`src/rtl/ps2_ascii_feeder.sv`:
```
// ps2_ascii_feeder
//
// Turns PS/2 key events into the 8-bit character codes used by the CoCo keyboard
// matrix emulator. Codes are queued in a small FIFO and replayed one at a time.
// Each code is held for HOLD_CYCLES, then followed by GAP_CYCLES of 8'h00, so that
// back-to-back keys are never merged or lost.
//
// Optional feature: define KBD_SHIFT_XLAT_EN to track the shift keys and use the
// shifted translations. Without it, the unshifted code is always produced.
//
// Ports
//   clk           in   system clock (single domain)
//   reset         in   synchronous active-high reset
//   ps2_key[10:0] in   [10] toggles per event, [9] make, [8] E0-extended, [7:0] scancode
//   keyboard_data out  current character code, 8'h00 when idle or in the gap
//   done          out  one-cycle pulse coincident with the first cycle of a new code
//   overflow      out  one-cycle pulse when a translated code is dropped (FIFO full)
//   busy          out  FIFO non-empty or output FSM not idle
module ps2_ascii_feeder #(
  parameter int unsigned FIFO_AW     = 3,
  parameter logic [23:0] HOLD_CYCLES = 24'd2_000_000,
  parameter logic [23:0] GAP_CYCLES  = 24'd500_000
) (
  input  logic        clk,
  input  logic        reset,
  input  logic [10:0] ps2_key,
  output logic [7:0]  keyboard_data,
  output logic        done,
  output logic        overflow,
  output logic        busy
);

  localparam int unsigned   Depth     = 2 ** FIFO_AW;
  localparam logic [FIFO_AW:0] PtrOne = {{FIFO_AW{1'b0}}, 1'b1};
  localparam logic [23:0]   HoldLoad  = HOLD_CYCLES - 24'd1;
  localparam logic [23:0]   GapLoad   = GAP_CYCLES - 24'd1;

  typedef enum logic [1:0] {StIdle, StPress, StGap} state_e;

  // ---------------------------------------------------------------------------
  // Event detect
  // ---------------------------------------------------------------------------
  logic       toggle_q;
  logic       key_evt;
  logic       key_make;
  logic       key_ext;
  logic [7:0] key_sc;

  assign key_evt  = ps2_key[10] ^ toggle_q;
  assign key_make = ps2_key[9];
  assign key_ext  = ps2_key[8];
  assign key_sc   = ps2_key[7:0];

  // Loaded unconditionally, including during reset, so no event appears after reset.
  always_ff @(posedge clk) begin
    toggle_q <= ps2_key[10];
  end

  // ---------------------------------------------------------------------------
  // Shift tracking
  // ---------------------------------------------------------------------------
  logic shift;

`ifdef KBD_SHIFT_XLAT_EN
  logic lshift_q;
  logic rshift_q;

  always_ff @(posedge clk) begin
    if (reset) begin
      lshift_q <= 1'b0;
      rshift_q <= 1'b0;
    end else if (key_evt && !key_ext) begin
      if (key_sc == 8'h12) lshift_q <= key_make;
      if (key_sc == 8'h59) rshift_q <= key_make;
    end
  end

  assign shift = lshift_q | rshift_q;
`else
  assign shift = 1'b0;
`endif

  // ---------------------------------------------------------------------------
  // Translation. Shift scancodes fall into the default arm, so they are consumed
  // but never enqueued.
  // ---------------------------------------------------------------------------
  logic [7:0] xlat_code;
  logic       xlat_hit;

  always_comb begin
    xlat_code = 8'h00;
    xlat_hit  = 1'b1;
    if (key_ext) begin
      case (key_sc)
        8'h75:   xlat_code = 8'h41;
        8'h72:   xlat_code = 8'h42;
        8'h6B:   xlat_code = 8'h44;
        8'h74:   xlat_code = 8'h43;
        8'h6C:   xlat_code = 8'h7f;
        default: xlat_hit  = 1'b0;
      endcase
    end else begin
      case (key_sc)
        8'h1C: xlat_code = 8'h61;
        8'h32: xlat_code = 8'h62;
        8'h21: xlat_code = 8'h63;
        8'h23: xlat_code = 8'h64;
        8'h24: xlat_code = 8'h65;
        8'h2B: xlat_code = 8'h66;
        8'h34: xlat_code = 8'h67;
        8'h33: xlat_code = 8'h68;
        8'h43: xlat_code = 8'h69;
        8'h3B: xlat_code = 8'h6a;
        8'h42: xlat_code = 8'h6b;
        8'h4B: xlat_code = 8'h6c;
        8'h3A: xlat_code = 8'h6d;
        8'h31: xlat_code = 8'h6e;
        8'h44: xlat_code = 8'h6f;
        8'h4D: xlat_code = 8'h70;
        8'h15: xlat_code = 8'h71;
        8'h2D: xlat_code = 8'h72;
        8'h1B: xlat_code = 8'h73;
        8'h2C: xlat_code = 8'h74;
        8'h3C: xlat_code = 8'h75;
        8'h2A: xlat_code = 8'h76;
        8'h1D: xlat_code = 8'h77;
        8'h22: xlat_code = 8'h78;
        8'h35: xlat_code = 8'h79;
        8'h1A: xlat_code = 8'h7a;
        8'h45: xlat_code = 8'h30;
        8'h16: xlat_code = shift ? 8'h21 : 8'h31;
        8'h1E: xlat_code = shift ? 8'h22 : 8'h32;
        8'h26: xlat_code = shift ? 8'h23 : 8'h33;
        8'h25: xlat_code = shift ? 8'h24 : 8'h34;
        8'h2E: xlat_code = shift ? 8'h25 : 8'h35;
        8'h36: xlat_code = shift ? 8'h26 : 8'h36;
        8'h3D: xlat_code = shift ? 8'h27 : 8'h37;
        8'h3E: xlat_code = shift ? 8'h28 : 8'h38;
        8'h46: xlat_code = shift ? 8'h29 : 8'h39;
        8'h41: xlat_code = shift ? 8'h3c : 8'h2c;
        8'h49: xlat_code = shift ? 8'h3e : 8'h2e;
        8'h4A: xlat_code = shift ? 8'h3f : 8'h2f;
        8'h4C: xlat_code = shift ? 8'h2b : 8'h3b;
        8'h52: xlat_code = shift ? 8'h2a : 8'h3a;
        8'h4E: xlat_code = 8'h5f;
        8'h55: xlat_code = 8'h3d;
        8'h29: xlat_code = 8'h20;
        8'h5A: xlat_code = 8'h0d;
        8'h76: xlat_code = 8'h08;
        8'h66: xlat_code = 8'h44;
        default: xlat_hit = 1'b0;
      endcase
    end
  end

  // ---------------------------------------------------------------------------
  // FIFO
  // ---------------------------------------------------------------------------
  logic [7:0]       mem_q [Depth];
  logic [FIFO_AW:0] wr_ptr_q;
  logic [FIFO_AW:0] rd_ptr_q;
  logic             fifo_empty;
  logic             fifo_full;
  logic             wr_req;
  logic             wr_en;
  logic             pop;
  logic             ovf_d;
  state_e           state_q;
  logic [23:0]      cnt_q;

  assign fifo_empty = (wr_ptr_q == rd_ptr_q);
  assign fifo_full  = (wr_ptr_q[FIFO_AW] != rd_ptr_q[FIFO_AW]) &&
                      (wr_ptr_q[FIFO_AW-1:0] == rd_ptr_q[FIFO_AW-1:0]);
  assign pop        = (state_q == StIdle) && !fifo_empty;
  assign wr_req     = key_evt && key_make && xlat_hit;
  // A pop in the same cycle frees the slot, so a full FIFO still accepts the write.
  assign wr_en      = wr_req && (!fifo_full || pop);
  assign ovf_d      = wr_req && fifo_full && !pop;

  always_ff @(posedge clk) begin
    if (reset) begin
      wr_ptr_q <= '0;
    end else if (wr_en) begin
      wr_ptr_q <= wr_ptr_q + PtrOne;
    end
  end

  always_ff @(posedge clk) begin
    if (wr_en) begin
      mem_q[wr_ptr_q[FIFO_AW-1:0]] <= xlat_code;
    end
  end

  // ---------------------------------------------------------------------------
  // Output FSM
  // ---------------------------------------------------------------------------
  always_ff @(posedge clk) begin
    if (reset) begin
      state_q       <= StIdle;
      cnt_q         <= '0;
      rd_ptr_q      <= '0;
      keyboard_data <= 8'h00;
      done          <= 1'b0;
      overflow      <= 1'b0;
    end else begin
      done     <= 1'b0;
      overflow <= ovf_d;
      case (state_q)
        StIdle: begin
          if (!fifo_empty) begin
            keyboard_data <= mem_q[rd_ptr_q[FIFO_AW-1:0]];
            done          <= 1'b1;
            cnt_q         <= HoldLoad;
            rd_ptr_q      <= rd_ptr_q + PtrOne;
            state_q       <= StPress;
          end
        end
        StPress: begin
          if (cnt_q == 24'd0) begin
            keyboard_data <= 8'h00;
            cnt_q         <= GapLoad;
            state_q       <= StGap;
          end else begin
            cnt_q <= cnt_q - 24'd1;
          end
        end
        StGap: begin
          if (cnt_q == 24'd0) begin
            state_q <= StIdle;
          end else begin
            cnt_q <= cnt_q - 24'd1;
          end
        end
        default: state_q <= StIdle;
      endcase
    end
  end

  assign busy = (state_q != StIdle) || !fifo_empty;

endmodule

```
`config.mk`:
```
export PLATFORM = sky130hd
export DESIGN_NAME = ps2_ascii_feeder
export DESIGN_NICKNAME = d
export VERILOG_FILES = /design/src/rtl/ps2_ascii_feeder.sv
export SDC_FILE = /design/constraint.sdc
export NUM_CORES = 1
export LEC_CHECK = 0
export ABC_AREA = 1
export CORE_ASPECT_RATIO = 1.5
export CORE_MARGIN = 2
export CORE_UTILIZATION = 35
export DETAILED_ROUTE_END_ITERATION = 8
export PLACE_DENSITY = 0.58
export RECOVER_POWER = 100
export SLEW_MARGIN = 5
export SYNTH_ARGS = -nofsm -noshare
export SYNTH_HDL_FRONTEND = slang
export SYNTH_SLANG_ARGS = --single-unit
```
`constraint.sdc`:
```
create_clock -name clk -period 6.85 [get_ports clk]
set_input_delay 2.055 -clock clk [delete_from_list [all_inputs] [get_ports clk]]
set_output_delay 2.055 -clock clk [all_outputs]
set_load 0.03 [all_outputs]
```
# Word level (Yosys, flattened, before mapping)
# Memories as Yosys holds them, arrays and structs flattened. A register that Yosys moved wholly into a read port is not among the register bits.
# Index checks and enable logic that the tools add are counted.
[classes]
addsub = 3
multipliers = 0
n_div = 0
n_lt_le_gt_ge = 0
eq_ne = 61
n_shift = 0
mux = 22
bitwise_logic = 3
reduce_logical = 24
[ops]
columns = ["operator", "n"]
rows = [
  ["one-hot mux 7 bit (47 select lines)", 1],
  ["equality test 8 x 6 -> 1 bit (second input constant)", 23],
  ["equality test 8 x 7 -> 1 bit (second input constant)", 22],
  ["2-to-1 mux 24 bit", 3],
  ["one-hot mux 24 bit (3 select lines)", 1],
  ["equality test 8 x 5 -> 1 bit (second input constant)", 7],
  ["OR reduction 47 bit", 1],
  ["one-hot mux 7 bit (5 select lines)", 1],
  ["logical NOT 24 bit", 1],
  ["2-to-1 mux 8 bit", 3],
  ["subtractor 24 x 1 -> 24 bit (second input constant)", 1],
  ["one-hot mux 8 bit (2 select lines)", 1],
  ["AND reduction 3 bit", 3],
  ["adder 4 x 1 -> 4 bit (second input constant)", 2],
  ["!= test 2 bit (second input constant)", 4],
  ["logical AND 1 bit", 7],
  ["2-to-1 mux 1 bit", 6],
  ["2-to-1 mux 2 bit", 3],
  ["2-to-1 mux 3 bit", 2],
  ["one-hot mux 2 bit (3 select lines)", 1],
  ["OR reduction 5 bit", 1],
  ["equality test 4 bit", 1],
  ["nonzero test 2 bit", 2],
  ["equality test 3 bit", 1],
  ["11 further kinds", 15],
]
[totals]
reg_bits = 45
latchBits = 0
mem_bits_rw = 64
romBits = 0
input_bits = 13
wordCells = 122
mem_count = 1
[memory_table]
columns = ["memory", "words", "width", "read_ports", "rd_clocked_by_memory_dff", "wr", "line_no", "source"]
rows = [
  ["mem_q", 8, 8, 1, 1, 1, "159", "logic [7:0] mem_q [Depth];"],
]

# Depth between registers and ports, before layout
# Gate-level depths: netlist of the first run.
[logic_depth]
ltp_word = 8
ltp_mapped = 16
ltp_nobuf = 15

# Least setup slack after synthesis of the first run
# No wires, ideal clock.
[synth_timing]
kind = "input -> register"
from = "in ps2_key[7]"
to = "mem mem_q[0][0], enable pin"
setup_time_ns = 0.360
arrival_time_ns = 3.517
setup_slack_ns = 2.973
stages = 14
path_cell_list = "inv_2 -> nand2_1 -> nor2_2 -> buf_6 -> nand2_1 -> nand2_1 -> nor2_1 -> nand2_1 -> nor2_2 -> nand3_1 -> nand2_2 -> nand2_4 -> nand4_2 -> nor2_1"
[synth_between]
elab_chain_cells = 8
word_cells_on_any_way = 61
[synth_lines]
columns = ["element", "line_no", "source"]
rows = [
  ["from (decl)", "26", "input logic [10:0] ps2_key,"],
  ["equality test 8 x 7 -> 1 bit (tied with other cells)", "103", "case (key_sc)"],
  ["OR reduction 47 bit (no line) or OR reduction 5 bit (tied branches)", "n/a", ""],
  ["2-to-1 mux 1 bit, on equally long branches", "103, 94", ""],
  ["2-to-1 mux 1 bit (*)", "93", "if (key_ext) begin"],
  ["logical AND 1 bit (*)", "175", "assign wr_req = key_evt && key_make && xlat_hit;"],
  ["logical AND 1 bit (*)", "177", "assign wr_en = wr_req && (!fifo_full || pop);"],
  ["2-to-1 mux 1 bit (*)", "189", "if (wr_en) begin"],
  ["2-to-1 mux 1 bit (not written as such) (*)", "190", "mem_q[wr_ptr_q[FIFO_AW-1:0]] <= xlat_code;"],
  ["to (decl)", "159", ""],
]
# Every way passes the cells marked *; elsewhere a longest branch is shown, timed or not.

# Final worst setup path of the first run
[layout_timing]
from = "in ps2_key[6]"
to = "mem mem_q[6][0], enable pin"
# Same word-level chain as after synthesis.

==> results.cfg, run 1 <==
[grt]
grt_max_degree = 30
overflow = 0
antenna_found_initial = 0
grt_pass1_wl_um = 23400
grt_pass1_vias = 4699
grtUsageTotal_pct = 17.3

[routing]
final_antenna_net_count = 0
wl_um = 14400
viasPerCell = 5.20
drt_first_pass_iters = 5
wire_per_inst_um = 15.8
drc = 0
route.vias.total = 4744
first_iter_violations = 351

[placement]
place_hpwl_um = 10800
io_buffers = 22
routabilityCongestion = 0.933

[synthesis]
yosysUniqueCellTypes = 50
synth_ff_type = edfxtp_1
synth_area_per_cell_um2 = 8.20
yosysSeqAreaShare_pct = 46.4
yosys_warnings = 0
syn_area_mm2 = 0.00565
synth_top_area_cell = edfxtp_1
yosysMostFrequentCell = nand2_1
syn_inst = 689
syn_nets = 711
ys_ff_latch = 103
synth_common_cells = nand2_1, nor2_1, edfxtp_1
async_flop_share_pct = 0
synth_top_area_share_pct = 29.8
synth.area.top_cells = edfxtp_1, dfxtp_1, nand2_1
synth_edf_count = 56

[layout]
layout-drive-gt1-share_pct = 8.59
n_antenna_cell = 0
area.sequential_mm2 = 0.00262
multi_input_area_mm2 = 0.00263
fillers = 1599
nNetsFinal = 727
area_delta_synth_final_pct = 11.3

[power_and_ir_drop]
fin_total_pwr_uw = 2150
leakagePower_uw = 0.00262
switching_share_pct = 40.3
power_frac_comb_pct = 38.1
p_clk_share_pct = 24.6
power-per-cell-area_mw_per_mm2 = 343
p_seq_share_pct = 37.4
intPower_uw = 1290
ir_drop_mv = 0.162
power.switching_uw = 867

[timing]
slew_violations = 0
fin_crit_ns = 5.47
relSlewSlack_pct = 28.4
setup_viol = 0
fin_crit_sh_pct = 79.8
rsz0062_at_grt = false
setup_tns_ns = 0
worst_pin_slew_ns = 1.07
fin_skew_ns = 0.0106
hold_viol = 0
fmax_ghz = 0.183

[min_path]
min_from = keyboard_data[3]$_SDFFE_PP0P_
hold_class = flop to flop
hold_end = keyboard_data[3]$_SDFFE_PP0P_
min_delay_path_depth = 2

[clocking]
cts_buffers = 9
cts-resized-gates = 0
ctsHtreeMaxLevel = 3
insertion_delay_ns = 0.34
post-cts-setup-buffers = 0
cts-root-buf = clkbuf_16
cts_tree = yes
ctsHoldBuffers = 0
clkTransAtPathRegs_ns = 0.07
cts.sinks = 103
cts_max_path_buffers = 2

[critical_path]
path_class = input pin to flop
start_kind = input pin
worstSetupPathDepth = 13
crit_slowest_cell = nor3_1
critPathMaxStageDelay_ns = 0.87
worstPathMaxFanout = 12
cp.required_ns = 6.81
cp_common_cell = nand2_1
regToRegEndpoint = mem_q[6][0]$_DFFE_PP_
critPathArrivalTime_ns = 5.42
crit_family = simple AND/OR/NAND/NOR gates
crit_buf_inv = 1
path_cells = dlygate4sd3_1 -> nand2_1 -> nor2_1 -> nand2_1 -> nand2_1 -> nor2_1 -> nand2_1 -> nor2_1 -> nand3_1 -> nand2_2 -> nand2_1 -> nand4_1 -> nor3_1
end_kind = flop
rr_worst_depth = 7
ff2ff_setup_slack_ns = 4.37
timing.rr.start = rd_ptr_q[0]$_SDFFE_PP0P_

[floorplanning]
core_area_mm2 = 0.0157
start_util_pct = 36.0
num_rows = 56
die_y_um = 160
dieArea_mm2 = 0.0172
io_pins = 24
die_x_um = 108

[run_status]
status = finished, final reports clean

[job]
maxCapViolCount = 0
[cell usage in the layout (no fill, tap or decap), types with 3 or more instances in the layout]
master	count
nor2_2	16
inv_6	3
xor2_1	8
edfxtp_1	56
clkbuf_16	9
a21oi_1	28
nand2_2	7
nor2_1	90
inv_1	53
dfxtp_1	47
nand4_1	9
nand3_1	40
o221ai_1	14
o21ai_0	45
inv_2	9
clkdlybuf4s50_1	9
nand2_1	155
nor3_1	22
xnor2_1	8
mux2i_1	14
nand3b_1	3
dlygate4sd3_1	13
nor4_1	7
ha_1	9
[power groups by stage]
| stage | clock network, uW | registers [uW] | logic [uW] |
|---|---|---|---|
| finish | 529 | 805 | 820 |
| global route | 568 | 817 | 929 |
| CTS | 540 | 806 | 835 |
| detailed placement | 0 | 820 | 832 |
| global placement | 0 | 814 | 823 |
| floorplan | 0 | 809 | 634 |
[per-layer routing]
| metal | share of wire (%) | track usage [%] |
|---|---|---|
| met5 | 0 | 0 |
| met4 | 2.8 | 7.28 |
| met3 | 3.0 | 2.33 |
| met2 | 54 | 32.1 |
| met1 | 40 | 19.4 |
[cells by family (layout without fill, tap and decap cells)]
kind of cell / after synthesis / after routing / share of synthesized area, %
xor+xnor: 16 / 16 / 2.48
buf+inv: 82 / 103 / 6.16
compound gates: 104 / 104 / 11.4
other cells: 1 / 1 / 0.0664
fa+ha+maj: 9 / 9 / 1.99
mux: 14 / 14 / 2.48
flops: 103 / 103 / 46.4
simple gates: 360 / 360 / 29.0
[worst max path at each step]
stage | startpoint | end | slack (ns)
after global placement | ps2_key[5] | mem_q[6][0]$_DFFE_PP_ | 1.91
after global routing | ps2_key[6] | mem_q[6][1]$_DFFE_PP_ | 1.08
after floorplan | ps2_key[7] | mem_q[0][0]$_DFFE_PP_ | 2.97
final | ps2_key[6] | mem_q[6][0]$_DFFE_PP_ | 1.38
after detailed placement | ps2_key[5] | mem_q[5][6]$_DFFE_PP_ | 1.80
after CTS | ps2_key[5] | mem_q[5][2]$_DFFE_PP_ | 2.15
[cell type report]
cell class | instances | share of cell area (%)
clock buffers | 9 | 3.58
inverters | 64 | 3.82
clock inverters | 7 | 1.35
flip-flops and latches | 103 | 41.7
repair buffers | 23 | 3.62
multi-input cells | 504 | 41.8
well taps | 203 | 4.04
[through the flow]
| step | worst slack, ns | util [%] | instance area [um^2] | std cells | hold WS [ns] |
|---|---|---|---|---|---|
| 6_report | 1.38 | 40.0 | 6280 | 913 | 0.503 |
| 4_1_cts | 2.15 | 40.3 | 6330 | 913 | 0.509 |
| 2_1_floorplan | 2.97 | - | 5650 | 689 | 0.458 |
| 5_1_grt | 1.08 | 40.0 | 6280 | 913 | 0.540 |
| 3_5_place_dp | 1.80 | 38.4 | 6020 | 897 | 0.496 |
| 3_3_place_gp | 1.91 | 38.4 | 6020 | 897 | 0.482 |
[sequential cells by signal (all words and copies together), names as in the netlist, named ones only]
register and count:
mem_q 56, toggle_q 1, state_q 2, overflow 1
cnt_q 24, keyboard_data 7, done 1, wr_ptr_q 4
rd_ptr_q 4
[worst register-to-register path: stages, from the launching register on]
cell and delay, ns:
dfxtp_1 0.43, xor2_1 0.17, nor2_1 0.08, nand2_1 0.09, nor3_1 0.10, inv_1 0.15, nand4_1 0.20, nor3_1 0.87
Power figures use the tool's default switching activity.
==> run 2, diff against run 1 <==
--- a/config.mk
+++ b/config.mk
@@ -10,7 +10,7 @@
 export CORE_MARGIN = 2
 export CORE_UTILIZATION = 35
 export DETAILED_ROUTE_END_ITERATION = 8
-export PLACE_DENSITY = 0.58
+export PLACE_DENSITY = 0.6
 export RECOVER_POWER = 100
 export SLEW_MARGIN = 5
 export SYNTH_ARGS = -nofsm -noshare
==> constraint.sdc (replaced) <==
create_clock -name clk -period 5 [get_ports clk]
set_input_delay 1.5 -clock clk [delete_from_list [all_inputs] [get_ports clk]]
set_output_delay 1.5 -clock clk [all_outputs]
set_load 0.03 [all_outputs]
==> run 2 against run 1 <==
Net effect: die area stayed put; clock power up 39%; combinational power is 38% higher; via count fell by 2.2%; clock skew is essentially flat; register-to-register slack got worse by 1.8 ns; sequential share of layout area fell by 0.22 points; routed wire length fell by 6.4%; setup slack got worse by 0.74 ns; critical path type unchanged.
==> results.cfg, run 2 (synthesized netlist as in run 1, its figures left out) <==
[run_status]
status = finished, final reports clean

[floorplanning]
start_util_pct = 36.0
io_pins = 24
die_x_um = 108
core_area_mm2 = 0.0157
num_rows = 56
dieArea_mm2 = 0.0172
die_y_um = 160

[timing]
fmax_ghz = 0.230
rsz0062_at_grt = false
setup_ws_ns = 0.649
fin_skew_ns = 0.0103
hold_viol = 0
fin_crit_ns = 4.35
setup_viol = 0
worst_pin_slew_ns = 1.31
slew_violations = 0
fin_crit_sh_pct = 87.0
relSlewSlack_pct = 13.0
setup_tns_ns = 0

[placement]
dpl-instance-area_mm2 = 0.00605
io_buffers = 22
place_hpwl_um = 9990
placed_cells = 901
routabilityCongestion = 0.914
dp_slack_ns = 0.609

[grt]
grt_pass1_wl_um = 21700
grt_max_degree = 30
antenna_found_initial = 0
grt_pass1_vias = 4462
overflow = 0
grtUsageTotal_pct = 16.0

[layout]
fin_area_mm2 = 0.00632
layout-drive-gt1-share_pct = 8.54
n_antenna_cell = 0
fillers = 1619
layout_commonest_cell = nand2_1
nNetsFinal = 731
largest_reg_flops = 56
multi_input_area_mm2 = 0.00264
layout.cells.non_filler = 917
area.sequential_mm2 = 0.00262
area_delta_synth_final_pct = 11.9
layout_common_cells = nand2_1, nor2_1, edfxtp_1

[critical_path]
start_kind = input pin
crit_family = simple AND/OR/NAND/NOR gates
cp_common_cell = nand2_1
path_class = input pin to flop
crit_buf_inv = 1
end_kind = flop
critPathArrivalTime_ns = 4.34
path_cells = dlygate4sd3_1 -> nand2_1 -> nor2_1 -> nand2_1 -> nand2_1 -> nor2_1 -> nand2_1 -> nor2_1 -> nand3_1 -> nand2_1 -> nand2_4 -> nand4_1 -> nor2_1
timing.rr.start = cnt_q[18]$_SDFFE_PP0P_
worstPathMaxFanout = 12
critPathMaxStageDelay_ns = 0.61
crit_slowest_cell = nor2_1
startpoint = ps2_key[6]
cp.required_ns = 4.99

[clocking]
insertion_delay_ns = 0.36
clkTransAtPathRegs_ns = 0.08
cts-root-buf = clkbuf_16
ctsHoldBuffers = 0
post-cts-setup-buffers = 0
cts_buffers = 9
cts_tree = yes
cts.sinks = 103
ctsHtreeMaxLevel = 3
cts_max_path_buffers = 2
cts-resized-gates = 0

[power_and_ir_drop]
leakagePower_uw = 0.00263
power-per-cell-area_mw_per_mm2 = 470
ir_drop_mv = 0.219
fin_total_pwr_uw = 2970

[routing]
drc = 0
drt_first_pass_iters = 5
wire_per_inst_um = 14.7
final_antenna_net_count = 0
route.vias.total = 4639
wl_um = 13500
first_iter_violations = 276
viasPerCell = 5.06

[min_path]
min_from = keyboard_data[3]$_SDFFE_PP0P_
hold_class = flop to flop

[job]
maxCapViolCount = 0
run 2: cell types whose count changed in the layout (fill, tap and decap cells not counted), sizes merged:
cell	previous run	this run
clkinv	4	5
bufinv	1	0
clkbuf	9	13
run 2: layer usage:
| layer | up-vias | routed length, um | track usage, % |
|---|---|---|---|
| li1 | 2365 | - | - |
| met1 | 2141 | 5540 | 18.4 |
| met2 | 101 | 7050 | 28.6 |
| met3 | 32 | 433 | 2.29 |
| met4 | 0 | 455 | 7.81 |
| met5 | - | 0 | 0 |
run 2: report_power, final:
group	switching [uW]	total [uW]	internal, uW
clock	367	735	368
combinational	755	1130	379
sequential	115	1100	985
total	1240	2970	1730
run 2: worst register-to-register path, cell delays in order, from the launching register on:
cell and delay (ns):
dfxtp_1 0.38, nor2_2 0.16, nand2_2 0.09, nor4_1 0.25, nand3_1 0.24, o21bai_4 0.31
inv_2 0.25, o21ai_2 0.11, nand2_1 0.17, inv_1 0.22, nand2_1 0.07, a21oi_1 0.11
run 2: worst paths after layout:
check,endpoint,slack (ns),cells past startpoint
worst min-delay path,keyboard_data[3]$_SDFFE_PP0P_,0.50,2
worst min register to register,keyboard_data[3]$_SDFFE_PP0P_,0.50,2
worst max register to register,cnt_q[12]$_SDFFE_PP0P_,2.58,11
worst max-delay path,mem_q[0][6]$_DFFE_PP_,0.65,13
run 2: layout make-up:
type | instances | share of cell area, %
Sequential cell | 103 | 41.5
Clock buffer | 9 | 3.56
Multi-Input combinational cell | 504 | 41.7
Timing Repair Buffer | 27 | 3.84
Inverter | 64 | 3.80
Clock inverter | 7 | 1.56
Tap cell | 203 | 4.02
run 2: stage by stage:
step	hold slack, ns	utilization, %
2_1_floorplan	0.458	-
3_3_place_gp	0.486	38.6
3_5_place_dp	0.496	38.6
4_1_cts	0.507	40.6
5_1_grt	0.535	40.3
6_report	0.501	40.3
==> run 3, diff against run 2 <==
--- a/config.mk
+++ b/config.mk
@@ -12,7 +12,6 @@
 export DETAILED_ROUTE_END_ITERATION = 8
 export PLACE_DENSITY = 0.6
 export RECOVER_POWER = 100
-export SLEW_MARGIN = 5
 export SYNTH_ARGS = -nofsm -noshare
 export SYNTH_HDL_FRONTEND = slang
 export SYNTH_SLANG_ARGS = --single-unit
==> results of run 3 <==
Same layout as run 2: the final DEF is identical, and so are final timing and power.
